**src/rtl/seven_seg_scan_reader.sv**
```systemverilog
// Rebuilds four BCD digits from a scanned 7-segment display; flags undecodable glyphs and a stalled scan.
// Latency: 1 input register + SETTLE_CYCLES per digit sample; frame published 1 cycle after the 4th sample. No backpressure.
module seven_seg_scan_reader #(
    parameter int SETTLE_CYCLES  = 4,
    parameter int TIMEOUT_CYCLES = 65536,
    parameter bit ANODE_ACT_LOW  = 1'b1,
    parameter bit SEG_ACT_LOW    = 1'b1
) (
    input  logic        clk,
    input  logic        rst,
    input  logic        segA,
    input  logic        segB,
    input  logic        segC,
    input  logic        segD,
    input  logic        segE,
    input  logic        segF,
    input  logic        segG,
    input  logic [3:0]  anode,
    output logic [15:0] bcd,
    output logic        bcd_valid,
    output logic        frame_stb,
    output logic        code_err,
    output logic        scan_timeout
);

    localparam int TW = (TIMEOUT_CYCLES > 2) ? $clog2(TIMEOUT_CYCLES) : 1;
    localparam logic [7:0]    SETTLE_LAST  = 8'(SETTLE_CYCLES - 1);
    localparam logic [TW-1:0] TIMEOUT_LAST = TW'(TIMEOUT_CYCLES - 1);

    typedef enum logic [1:0] {WAIT, SETTLE, HOLD} state_t;

    logic [6:0]    seg_raw;
    logic [6:0]    seg_q;
    logic [3:0]    an_q;
    logic          an_vld;
    logic [1:0]    an_idx;
    logic [4:0]    dec;
    logic          same_idx;
    logic          sample;

    state_t        state;
    logic [7:0]    cnt;
    logic [1:0]    idx;
    logic [15:0]   shadow;
    logic [3:0]    seen;
    logic          err_acc;
    logic [TW-1:0] tcnt;

    assign seg_raw = {segA, segB, segC, segD, segE, segF, segG};

    // Both input buses are normalised to active-high as they are registered.
    always_ff @(posedge clk or posedge rst) begin
        if (rst) begin
            seg_q <= 7'd0;
            an_q  <= 4'd0;
        end else begin
            seg_q <= SEG_ACT_LOW   ? ~seg_raw : seg_raw;
            an_q  <= ANODE_ACT_LOW ? ~anode   : anode;
        end
    end

    always_comb begin
        an_vld = 1'b0;
        an_idx = 2'd0;
        case (an_q)
            4'b0001: begin an_vld = 1'b1; an_idx = 2'd0; end
            4'b0010: begin an_vld = 1'b1; an_idx = 2'd1; end
            4'b0100: begin an_vld = 1'b1; an_idx = 2'd2; end
            4'b1000: begin an_vld = 1'b1; an_idx = 2'd3; end
            default: begin an_vld = 1'b0; an_idx = 2'd0; end
        endcase
    end

    // Returns {err, value}; unknown glyphs read as 4'hF with err set.
    function automatic logic [4:0] seg_decode(input logic [6:0] s);
        case (s)
            7'b1111110: return 5'h00;
            7'b0110000: return 5'h01;
            7'b1101101: return 5'h02;
            7'b1111001: return 5'h03;
            7'b0110011: return 5'h04;
            7'b1011011: return 5'h05;
            7'b1011111: return 5'h06;
            7'b1110000: return 5'h07;
            7'b1111111: return 5'h08;
            7'b1111011: return 5'h09;
            default:    return 5'h1F;
        endcase
    endfunction

    assign dec      = seg_decode(seg_q);
    assign same_idx = an_vld && (an_idx == idx);
    assign sample   = (state == SETTLE) && same_idx && (cnt == SETTLE_LAST);

    always_ff @(posedge clk or posedge rst) begin
        if (rst) begin
            state        <= WAIT;
            cnt          <= 8'd0;
            idx          <= 2'd0;
            shadow       <= 16'h0;
            seen         <= 4'b0000;
            err_acc      <= 1'b0;
            tcnt         <= '0;
            bcd          <= 16'h0;
            bcd_valid    <= 1'b0;
            frame_stb    <= 1'b0;
            code_err     <= 1'b0;
            scan_timeout <= 1'b0;
        end else begin
            frame_stb <= 1'b0;
            code_err  <= 1'b0;

            case (state)
                WAIT: begin
                    if (an_vld) begin
                        cnt   <= 8'd0;
                        idx   <= an_idx;
                        state <= SETTLE;
                    end
                end
                SETTLE, HOLD: begin
                    if (!same_idx) begin
                        cnt   <= 8'd0;
                        idx   <= an_idx;
                        state <= an_vld ? SETTLE : WAIT;
                    end else if (state == SETTLE) begin
                        cnt <= cnt + 8'd1;
                        if (cnt == SETTLE_LAST) state <= HOLD;
                    end
                end
                default: state <= WAIT;
            endcase

            // Publish reads the registered shadow, so a coincident sample lands in the next frame.
            if (seen == 4'b1111) begin
                bcd       <= shadow;
                frame_stb <= 1'b1;
                code_err  <= err_acc;
                bcd_valid <= 1'b1;
                seen      <= 4'b0000;
                err_acc   <= 1'b0;
            end

            if (sample) begin
                shadow[{idx, 2'b00} +: 4] <= dec[3:0];
                seen[idx]                 <= 1'b1;
                if (dec[4]) err_acc <= 1'b1;
                tcnt         <= '0;
                scan_timeout <= 1'b0;
            end else if (tcnt == TIMEOUT_LAST) begin
                scan_timeout <= 1'b1;
                bcd_valid    <= 1'b0;
                seen         <= 4'b0000;
                err_acc      <= 1'b0;
            end else begin
                tcnt <= tcnt + 1'b1;
            end
        end
    end

endmodule

```
**config.mk**
```make
export PLATFORM = sky130hd
export DESIGN_NAME = seven_seg_scan_reader
export DESIGN_NICKNAME = d
export VERILOG_FILES = /design/src/rtl/seven_seg_scan_reader.sv
export SDC_FILE = /design/constraint.sdc
export NUM_CORES = 1
export LEC_CHECK = 0
export ABC_AREA = 1
export CAP_MARGIN = 20
export CELL_PAD_IN_SITES_DETAIL_PLACEMENT = 0
export CELL_PAD_IN_SITES_GLOBAL_PLACEMENT = 1
export CORE_MARGIN = 3
export CORE_UTILIZATION = 44
export CTS_CLUSTER_SIZE = 14
export DETAILED_ROUTE_END_ITERATION = 8
export GPL_ROUTABILITY_DRIVEN = 0
export PLACE_DENSITY = 0.84
export SYNTH_ARGS = -nofsm -noshare
export SYNTH_HDL_FRONTEND = slang
export SYNTH_SLANG_ARGS = --single-unit
```
**constraint.sdc**
```tcl
create_clock -name clk -period 2.9 [get_ports clk]
set_input_delay 0.29 -clock clk [delete_from_list [all_inputs] [get_ports clk]]
set_output_delay 0.29 -clock clk [all_outputs]
set_load 0.01 [all_outputs]
```
# Yosys cells after proc, flatten, opt, wreduce, memory -nomap -nowiden
# Cells that the tools add are included.
# totals
regBits	80
wordCells	96
# op_classes
add_sub_neg	3
order_cmp	2
n_eq_ne	25
n_shift	2
n_mux	35
bitwise	3
reduce_logical	12
# op_table
op	n
$eq 7x7->1 const B	8
$pmux 5 s10	1
$mux 16	2
$mux 8	3
$add 16x1->16 const B	1
$bwmux 16	1
$eq 16x16->1 const B	1
$pmux 8 s2	1
$shift 4x6->16 const A	1
$shiftx 4x6->16	1
$eq 7x6->1 const B	2
$mux 1	14
$mux 2	6
$mux 4	3
$reduce_and 3->1	3
$add 8x1->8 const B	1
$eq 4x4->1 const B	2
$eq 8x2->1 const B	1
$pmux 2 s2	2
$not 7->7	1
$ne 2x2->1 const B	3
$ne 3x3->1 const B	2
$neg 4->6	1
$pmux 2 s3	1
other kinds (16)	20

# Longest topological paths before layout
# Gate-level depths: netlist of run 1.
# depth
depth_word	7
ltp_mapped	13
ltp_nobuf	13

# Worst setup path before layout of run 1
# OpenSTA, ideal clock, no wires.
# synth_path
path_type	flip-flop to flip-flop
from	register idx[0]
to	register shadow[0]
setup_time_ns	0.083
arrival_ns	1.518
required_time_ns	2.817
path_slack_ns	1.299
path_stages_with_launch	8
n_path_buf	1
period_less_slack_ns	1.601
path_cell_list	dfrtp_1 > buf_2 > inv_1 > ha_1 > clkinv_1 > nor3_1 > nand3_2 > o21ai_0
# synth_between
elab_chain_len	4
# synth_rtl
element	line	text
from (decl)	43	logic [1:0] idx;
from (signal assigned)	117	idx <= an_idx;
from (signal assigned)	124	idx <= an_idx;
parallel branches: the longest is 4 deep, another holds $neg 4->6	--	
to (signal, indexed assignment)	145	shadow[{idx, 2'b00} +: 4] <= dec[3:0];
to (decl)	44	logic [15:0] shadow;
# Several ways; the timed one is not identified.
# A chain may end at the register's enable or synchronous reset.

# Final worst setup path of run 1
# layout_path
from	register idx[0]
to	register shadow[3]
# Same word-level chain as after synthesis.

==> results of run 1 <==
## area by class of cell
type                            count  area [µm²]  area share, %
Clock inverter                      7        78.8           1.63
Tap cell                          126         158           3.25
Timing Repair Buffer               34         348           7.18
Inverter                           76         285           5.89
Clock buffer                        9         124           2.56
Sequential cell                    80        2000           41.3
Multi-Input combinational cell    355        1850           38.2
## placed cells by master, fill, tap and decap left out, types with 9 or more instances in the layout
master | Yosys | routed
clkdlybuf4s50_1 | 0 | 32
nor2_1 | 42 | 42
o21ai_0 | 15 | 15
nor3_1 | 15 | 15
dfrtp_1 | 80 | 80
ha_1 | 13 | 13
clkbuf_8 | 0 | 9
nand3_1 | 41 | 41
inv_1 | 70 | 69
nand2_1 | 157 | 157
## layer usage
metal,vias to the layer above,share of wire [%]
met5,-,0
met3,11,4.3
met4,0,1.3
li1,1704,-
met2,50,45
met1,1475,49
## power groups by stage
stage | clock [mW] | combinational [mW] | sequential, mW
after global routing | 0.911 | 0.833 | 1.25
after detailed placement | 0 | 0.722 | 1.26
after global placement | 0 | 0.716 | 1.26
final | 0.833 | 0.716 | 1.24
after CTS | 0.869 | 0.724 | 1.24
after floorplan | 0 | 0.641 | 1.24
## cells by family after synthesis
group	after synthesis
compound gates	39
xor+xnor	9
fa+ha+maj	13
buf+inv	81
flops	80
simple gates	294
## per-stage QoR
step	cell area (µm²)	hold WS [ps]	power, mW	util (%)	setup slack (ps)
finish	4850	350	2.79	54.0	1060
global route	4850	374	3.00	54.0	882
CTS	4850	353	2.83	54.0	1060
detailed placement	4640	458	1.99	51.7	1080
global placement	4640	455	1.98	51.7	1110
floorplan	4180	349	1.88	-	558
## state kept, by name, summed over array words and instances (netlist names)
| register | count |
|---|---|
| bcd_valid | 1 |
| frame_stb | 1 |
| an_q | 4 |
| idx | 2 |
| shadow | 16 |
| code_err | 1 |
| seen | 4 |
| err_acc | 1 |
| state | 2 |
| scan_timeout | 1 |
| bcd | 16 |
| cnt | 8 |
| seg_q | 7 |
| tcnt | 16 |
## worst max-delay path by stage
stage	to	slack (ps)	startpoint	cells after the start
6_report	shadow[3]	1060	idx[0]	6
5_1_grt	err_acc	880	cnt[0]	9
4_1_cts	shadow[3]	1060	idx[0]	6
3_5_place_dp	shadow[3]	1080	idx[0]	6
3_3_place_gp	shadow[0]	1110	idx[0]	6
2_1_floorplan	an_q[0]	560	rst	1
## critical path: stages, from the launching register on
cell      delay [ps]
dfrtp_1          520
inv_1            240
ha_1             180
clkinv_1         230
nor3_1           280
nand3_2          140
o21ai_0          180
==> results.md, run 1 <==
- Detail Route Antenna Nets: 0
- Initial Util: 46.5%
- Period utilization: 63.4%
- Layout cell share with drive strength beyond 1: 8.91%
- Int Power: 1.78 mW
- H-tree levels: 3
- Switch Pwr: 1.01 mW
- Post-synth top cells: nand2_1 (157), dfrtp_1 (80), inv_1 (70), nor2_1 (42), nand3_1 (41)
- Synth Area in Compound Gates: 5.30%
- DR DRC count: 0
- R2R depth: 6
- Final Setup Violations: 0
- CTS Buffer Depth: 2
- Synthesized cell area: 4180 µm²
- Most common cell in the synthesized netlist: nand2_1
- Die ar.: 10,700 µm²
- Clock-pin slew on the worst setup and hold paths: 90 ps
- Finished Layout Cells: 687
- Post-CTS resize count: 0
- Adder-Cell Fraction of Synth Area: 3.89%
- DRT iter0 DRCs: 115
- Drt wl/cell: 11.6 µm
- Vias in the first global route: 3,113
- Gate power share: 25.7%
- Initial antenna violation count: 0
- Fin. Hold Viols: 0
- Hpwl dp: 5.86 mm
- Ant diodes: 0
- CP Class: reg -> reg
- IO Count: 33
- Critical Path AT: 2110 ps
- Clock sink count: 80
- Syn Inst Count: 516
- Largest net degree at the start of global routing: 81
- Max-Cap Viols: 0
- CP max FO: 12
- Num CTS Buffers: 9
- Yosys cell types: 35
- Max-slew headroom: 59.3%
- Post-route setup TNS: 0 ps
- GRT overflow: 0
- Clk root buf: clkbuf_8
- Seq/Total Area, Yosys: 47.9%
- Port bufs: 32
- Hold-fix buffers, CTS: 0
- CP endpoint kind: flip-flop
- Worst skew pair latency: 350 ps
- EDFF count, synth: 0
- TritonRoute pass-1 iters: 4
- Post-synth top flop: dfrtp_1
- Post-synthesis average cell area: 8.09 µm²
- Postcts setup bufs: 0
- Via count: 3,240
- Fillers: 874
- Yosys warnings: 0
- Outcome: complete, no violations
- Reg2reg setup slack: 1060 ps
- Synth top area cells: dfrtp_1 (48%), nand2_1 (14%), inv_1 (6.3%)
- Crit path time final: 1840 ps
- DIE WIDTH: 103 µm
- Drt via density: 4.72
- Core Box Area: 8980 µm²
- Ys async rst share: 100%
- Sw Share: 36.2%
- Syn-to-layout area delta: 16.0%
- WL final: 7.99 mm
- Most Crowded Layer GR: met2
- Main combinational cell family by area after synthesis: simple AND/OR/NAND/NOR gates
- Met2 Track Usage GR: 26.5%
- Simple-Gate Fraction of Synth Area: 33.2%
- Leakage: 2.51 nW
- Synth top area share: 47.9%
- TritonCTS clock tree: yes
- Clock power share: 29.9%
- Cell Rows: 34
- Slew Viols, Final: 0
- Post-synth top area cell: dfrtp_1
- Pwr Density: 576 nW/µm²
- Xor and xnor area share after synthesis: 1.89%
- Fmax: 544 MHz
- GRT Total Usage: 16.9%
- Reg2Reg Capture Point: shadow[3]
- Grt met1 use: 23.5%
- WP data required: 3180 ps
- Final nets: 582
- Global-route wire length before repair: 14.4 mm
- Met3 Track Usage GR: 3.62%
- Mux cell area share after synthesis: 0%
- Worst R2R Start: idx[0]
- RSZ-0062 raised after global routing: no
- Cell Count Post-Placement: 671
- Die Y: 103 µm
- Worst hold path class: in -> async
- Synth Register Bits: 80
- Skew final: 8.60 ps
- Setup crit start kind: flip-flop
- Worst-Margin Slew: 610 ps
- Syn Nets: 542
- Seq pwr share: 44.5%
- Peak VDD IR: 0.417 mV
No activity file was read; power rests on OpenSTA's default activity.
==> run 2: changes to the inputs <==
CORE_UTILIZATION = 39   (was 44)
PLACE_DENSITY = 0.79   (was 0.84)
clock period = 1.54 ns   (was 2.9 ns; I/O delays follow)
==> results.md, run 2 (synthesis gave the netlist of run 1 again) <==
- Slew Viols, Final: 0 (unchanged)
- DRT iter0 DRCs: 124 (was 115)
- Violated checks: setup timing
- TritonRoute pass-1 iters: 4 (unchanged)
- Detail Route Antenna Nets: 0 (unchanged)
- Peak VDD IR: 0.991 mV (was 0.417 mV)
- Final nets: 639 (was 582)
- Worst hold path class: in -> async (unchanged)
- Worst-Margin Slew: 437 ps (was 610 ps)
- Crit path setup slack, layout: -85.6 ps (was 1060 ps)
- DIE WIDTH: 109 µm (was 103 µm)
- Fmax: 615 MHz (was 544 MHz)
- Drt wl/cell: 12.6 µm (was 11.6 µm)
- Global-route wire length before repair: 15.7 mm (was 14.4 mm)
- Layout cell share with drive strength beyond 1: 32.0% (was 8.91%)
- Regs by FF count: bcd x16, shadow x16, tcnt x16 (unchanged)
- Worst R2R Start: an_q[1] (was idx[0])
- CP max FO: 4 (was 12)
- Initial Util: 40.3% (was 46.5%)
- Max-Cap Viols: 0 (unchanged)
- WL final: 9.53 mm (was 7.99 mm)
- Commonest non-fill, non-tap cells in the layout: nand2_1 (129), dfrtp_1 (77), inv_1 (62) (was nand2_1 (157), dfrtp_1 (80), inv_1 (69))
- Skew final: 14.5 ps (was 8.60 ps)
- Syn-to-layout area delta: 38.2% (was 16.0%)
- Core Box Area: 10,400 µm² (was 8980 µm²)
- CTS Buffer Depth: 2 (unchanged)
- Largest net degree at the start of global routing: 81 (unchanged)
- Worst skew pair latency: 360 ps (was 350 ps)
- Setup crit start kind: flip-flop (unchanged)
- Crit path time final: 1630 ps (was 1840 ps)
- Via count: 3,558 (was 3,240)
- R2R depth: 9 (was 6)
- TritonCTS clock tree: yes (unchanged)
- Vias in the first global route: 3,480 (was 3,113)
- Post-route setup TNS: -2050 ps (was 0 ps)
- Commonest non-fill, non-tap cell in the layout: nand2_1 (unchanged)
- GRT Total Usage: 16.5% (was 16.9%)
- Initial antenna violation count: 0 (unchanged)
- Hpwl dp: 6.42 mm (was 5.86 mm)
- Port bufs: 32 (unchanged)
- Drt via density: 4.72 (about the same)
- Cell Rows: 37 (was 34)
- Outcome: complete, but fails checks (was complete, no violations)
- Die ar.: 12,000 µm² (was 10,700 µm²)
- Clk root buf: clkbuf_8 (unchanged)
- Die Y: 109 µm (was 103 µm)
- Period utilization: 106% (was 63.4%)
- Pwr Density: 1120 nW/µm² (was 576 nW/µm²)
- GRT overflow: 0 (unchanged)
- Final Setup Violations: 41 (was 0)
- DR DRC count: 0 (unchanged)
- Max-slew headroom: 70.9% (was 59.3%)
- IO Count: 33 (unchanged)
- WP data required: 1840 ps (was 3180 ps)
- Leakage: 2.85 nW (was 2.51 nW)
- CP Class: reg -> reg (unchanged)
- Power Total: 6.44 mW (was 2.79 mW)
- Clock-pin slew on the worst setup and hold paths: 90 ps (about the same)
- CP endpoint kind: flip-flop (unchanged)
- Fin. Hold Viols: 0 (unchanged)
- Reg2Reg Capture Point: shadow[11] (was shadow[3])
- H-tree levels: 3 (unchanged)
- Num CTS Buffers: 9 (unchanged)
- Clock sink count: 80 (unchanged)
- Critical Path AT: 1930 ps (was 2110 ps)
- Pre-CTS setup slack: -191 ps (was 1080 ps)
- RSZ-0062 raised after global routing: yes (was no)
- Reg2reg setup slack: -90 ps (was 1060 ps)
- Ant diodes: 0 (unchanged)
run 2: cell types whose count changed in the layout (fill, tap and decap cells not counted), moves of 7 or more:
cell and delta:
o21ai_0 -7, nor2_2 +10, nor2_1 -16, nand2_1 -28
nand3_2 +12, inv_1 -7, nand2_2 +22, buf_4 +50
nand3_1 -17
run 2: through the flow:
stage / std cells / util (%) / hold WS (ps) / instance area [µm²]
2_1_floorplan: 516 / - / 213 / 4190
5_1_grt: 754 / 55.7 / 250 / 5770
4_1_cts: 744 / 52.1 / 251 / 5400
3_5_place_dp: 725 / 48.2 / 458 / 5000
6_report: 754 / 55.7 / 248 / 5770
3_3_place_gp: 725 / 48.2 / 452 / 5000
run 2: where the power goes:
| group | total (mW) | internal, mW | leakage [nW] | switching [mW] |
|---|---|---|---|---|
| clock network | 1.60 | 0.766 | 0.101 | 0.835 |
| logic | 2.54 | 0.980 | 1.67 | 1.56 |
| registers | 2.30 | 2.20 | 1.07 | 0.102 |
run 2: worst max-delay path: stages (launching register included):
cell	delay, ps
dfrtp_2	450
nor2_4	140
nand4_1	140
nand2_4	140
nand2_4	80
nor2_4	220
nand2_4	80
nor2_4	170
nand3_2	80
nand2_1	60
run 2: metal layers:
layer	global-route usage (%)	wire length (µm)	share of wire, %
met4	7.93	177	1.9
met2	26.7	4660	49
met3	2.64	347	3.6
met5	0	0	0
met1	21.6	4350	46
run 2: how the worst max path moves through the flow:
stage	from	slack, ps	depth (start not counted)	endpoint
finish	an_q[1]	-90	9	shadow[11]
global route	an_q[3]	-190	12	shadow[8]
CTS	state[1]	-60	10	shadow[12]
detailed placement	state[1]	-190	9	cnt[3]
global placement	state[1]	-120	9	cnt[2]
floorplan	idx[0]	9	9	shadow[0]
run 2: final cells by class:
class                           count  area [µm²]
Clock inverter                      7        77.6
Clock buffer                        9         124
Fill cell                         958        4600
Tap cell                          136         170
Sequential cell                    80        2010
Timing Repair inverter              1        7.51
Timing Repair Buffer               88         772
Inverter                           76         307
Multi-Input combinational cell    357        2310
run 2: what timing repair did:
| action | in CTS | in global routing |
|---|---|---|
| endpoints found under the setup margin | 49 | 60 |
| gates cloned | 2 | 1 |
| hold buffers | 0 | 0 |
| pin swaps | 19 | 37 |
| buffers inserted | 1 | 9 |
| gates resized for setup | 44 | 87 |
==> run 3: changes to the inputs <==
CORE_ASPECT_RATIO = 1.25   (was unset)
==> results.md, run 3 (synthesis gave the netlist of run 1 again) <==
- Worst hold path class: in -> async (unchanged)
- Port bufs: 32 (unchanged)
- Pwr Density: 1160 nW/µm² (was 1120 nW/µm²)
- TritonCTS clock tree: yes (unchanged)
- Die Y: 122 µm (was 109 µm)
- Hpwl dp: 6.36 mm (was 6.42 mm)
- Initial antenna violation count: 0 (unchanged)
- Fin. Hold Viols: 0 (unchanged)
- Clk root buf: clkbuf_16 (was clkbuf_8)
- Num CTS Buffers: 9 (unchanged)
- Met3 Track Usage GR: 3.78% (was 2.64%)
- Clock sink count: 80 (unchanged)
- Regs by FF count: bcd x16, shadow x16, tcnt x16 (unchanged)
- WL final: 9.16 mm (was 9.53 mm)
- H-tree levels: 3 (unchanged)
- Grt met1 use: 20.4% (was 21.6%)
- Skew final: 10.1 ps (was 14.5 ps)
- Fmax: 615 MHz (about the same)
- Power Total: 6.70 mW (was 6.44 mW)
- CP endpoint kind: flip-flop (unchanged)
- Commonest non-fill, non-tap cells in the layout: nand2_1 (137), dfrtp_1 (77), inv_1 (64) (was nand2_1 (129), dfrtp_1 (77), inv_1 (62))
- Worst skew pair latency: 340 ps (was 360 ps)
- Via count: 3,557 (was 3,558)
- IO Count: 33 (unchanged)
- Die ar.: 12,000 µm² (about the same)
- WP data required: 1780 ps (was 1840 ps)
- Cell Rows: 41 (was 37)
- Max-Cap Viols: 0 (unchanged)
- Met2 Track Usage GR: 28.0% (was 26.7%)
- Drt via density: 4.76 (was 4.72)
- CTS Buffer Depth: 2 (unchanged)
- RSZ-0062 raised after global routing: yes (unchanged)
- Vias in the first global route: 3,589 (was 3,480)
- Violated checks: setup timing (unchanged)
- Period utilization: 106% (about the same)
- Finished Layout Cells: 748 (was 754)
- GRT overflow: 0 (unchanged)
- Syn-to-layout area delta: 38.3% (was 38.2%)
- Clock-pin slew on the worst setup and hold paths: 60 ps (was 90 ps)
- Commonest non-fill, non-tap cell in the layout: nand2_1 (unchanged)
- CP Class: reg -> reg (unchanged)
- DR DRC count: 0 (unchanged)
- Global-route wire length before repair: 16.0 mm (was 15.7 mm)
- Layout cell share with drive strength beyond 1: 28.9% (was 32.0%)
- Max-slew headroom: 71.8% (was 70.9%)
- Core Box Area: 10,300 µm² (was 10,400 µm²)
- Critical Path AT: 1860 ps (was 1930 ps)
- Slew Viols, Final: 0 (unchanged)
- Largest net degree at the start of global routing: 81 (unchanged)
- Setup crit start kind: flip-flop (unchanged)
- Crit path time final: 1630 ps (about the same)
- Peak VDD IR: 0.599 mV (was 0.991 mV)
- GRT Total Usage: 16.5% (about the same)
- Initial Util: 40.7% (was 40.3%)
- DIE WIDTH: 98.6 µm (was 109 µm)
- Outcome: complete, but fails checks (unchanged)
- Leakage: 2.90 nW (was 2.85 nW)
- Drt wl/cell: 12.2 µm (was 12.6 µm)
- Most Crowded Layer GR: met2 (unchanged)
- CP max FO: 7 (was 4)
- DRT iter0 DRCs: 148 (was 124)
- Final Setup Violations: 42 (was 41)
- Worst-Margin Slew: 423 ps (was 437 ps)
- Detail Route Antenna Nets: 0 (unchanged)
- Ant diodes: 0 (unchanged)
- Final nets: 641 (was 639)
- Cell Count Post-Placement: 715 (was 725)
- TritonRoute pass-1 iters: 4 (unchanged)
- Crit path setup slack, layout: -86.8 ps (was -85.6 ps)
==> run 3: cell types whose count changed in the layout (fill, tap and decap cells not counted), moves of 6 or more <==
| cell | delta |
|---|---|
| nor2_1 | +7 |
| clkbuf_8 | -9 |
| clkbuf_16 | +9 |
| nand2_1 | +8 |
| nor2_2 | -6 |
==> run 3: what timing repair did <==
| item | in CTS | in global routing |
|---|---|---|
| gates cloned | 2 | 1 |
| pin swaps | 37 | 16 |
| setup buffers | 7 | 8 |
| hold buffers | 0 | 0 |
| resized for setup | 77 | 32 |
| setup endpoints to repair | 49 | 64 |
==> run 3: area by class of cell <==
class | instances | area [µm²]
Multi-Input combinational cell | 357 | 2220
Clock buffer | 9 | 225
Tap cell | 129 | 161
Clock inverter | 6 | 45.0
Timing Repair Buffer | 90 | 812
Timing Repair inverter | 1 | 7.51
Inverter | 76 | 304
Sequential cell | 80 | 2010
Fill cell | 936 | 4480
==> run 3: where the power goes <==
part / internal [mW] / switching, mW
registers: 2.20 / 0.0946
clock network: 1.09 / 0.864
logic: 0.971 / 1.48
total: 4.26 / 2.44
==> run 3: final timing paths <==
check                          from  endpoint  slack, ps  depth (start not counted)
setup / recovery            an_q[3]    cnt[0]        -90                         12
hold / removal                  rst    bcd[1]        280                          3
setup reg to reg            an_q[3]    cnt[0]        -90                         12
hold reg to reg              bcd[2]    bcd[2]        470                          2
max in group asynchronous       rst   an_q[1]        920                          3
min in group clk           anode[0]   an_q[0]        280                          2
==> run 3: per-layer routing <==
metal / wire length (µm) / vias to the layer above
met1: 4080 / 1650
met4: 250 / 0
met3: 263 / 21
met2: 4560 / 58
met5: 0 / -
li1: - / 1828
==> run 3: worst max-delay path: stages (launching register included) <==
cell and delay, ps:
dfrtp_1 420, inv_2 80, nand2_1 60, nand2_2 90
nand3_2 80, nand2_4 110, nand2_4 80, nor2_4 180
nand2_4 110, nand2_8 110, nand2_8 80, nand2_1 70
nand2_1 50
==> run 3: metrics by stage <==
stage	area [µm²]	util, %	hold slack, ps	TNS, ps	setup WS (ps)
global placement	4960	48.4	453	-1690	-86.2
CTS	5600	54.6	276	-2680	-113
floorplan	4190	-	213	0	9.00
global route	5780	56.3	279	-8190	-233
finish	5780	56.3	284	-2000	-86.8
detailed placement	4960	48.4	458	-3380	-138
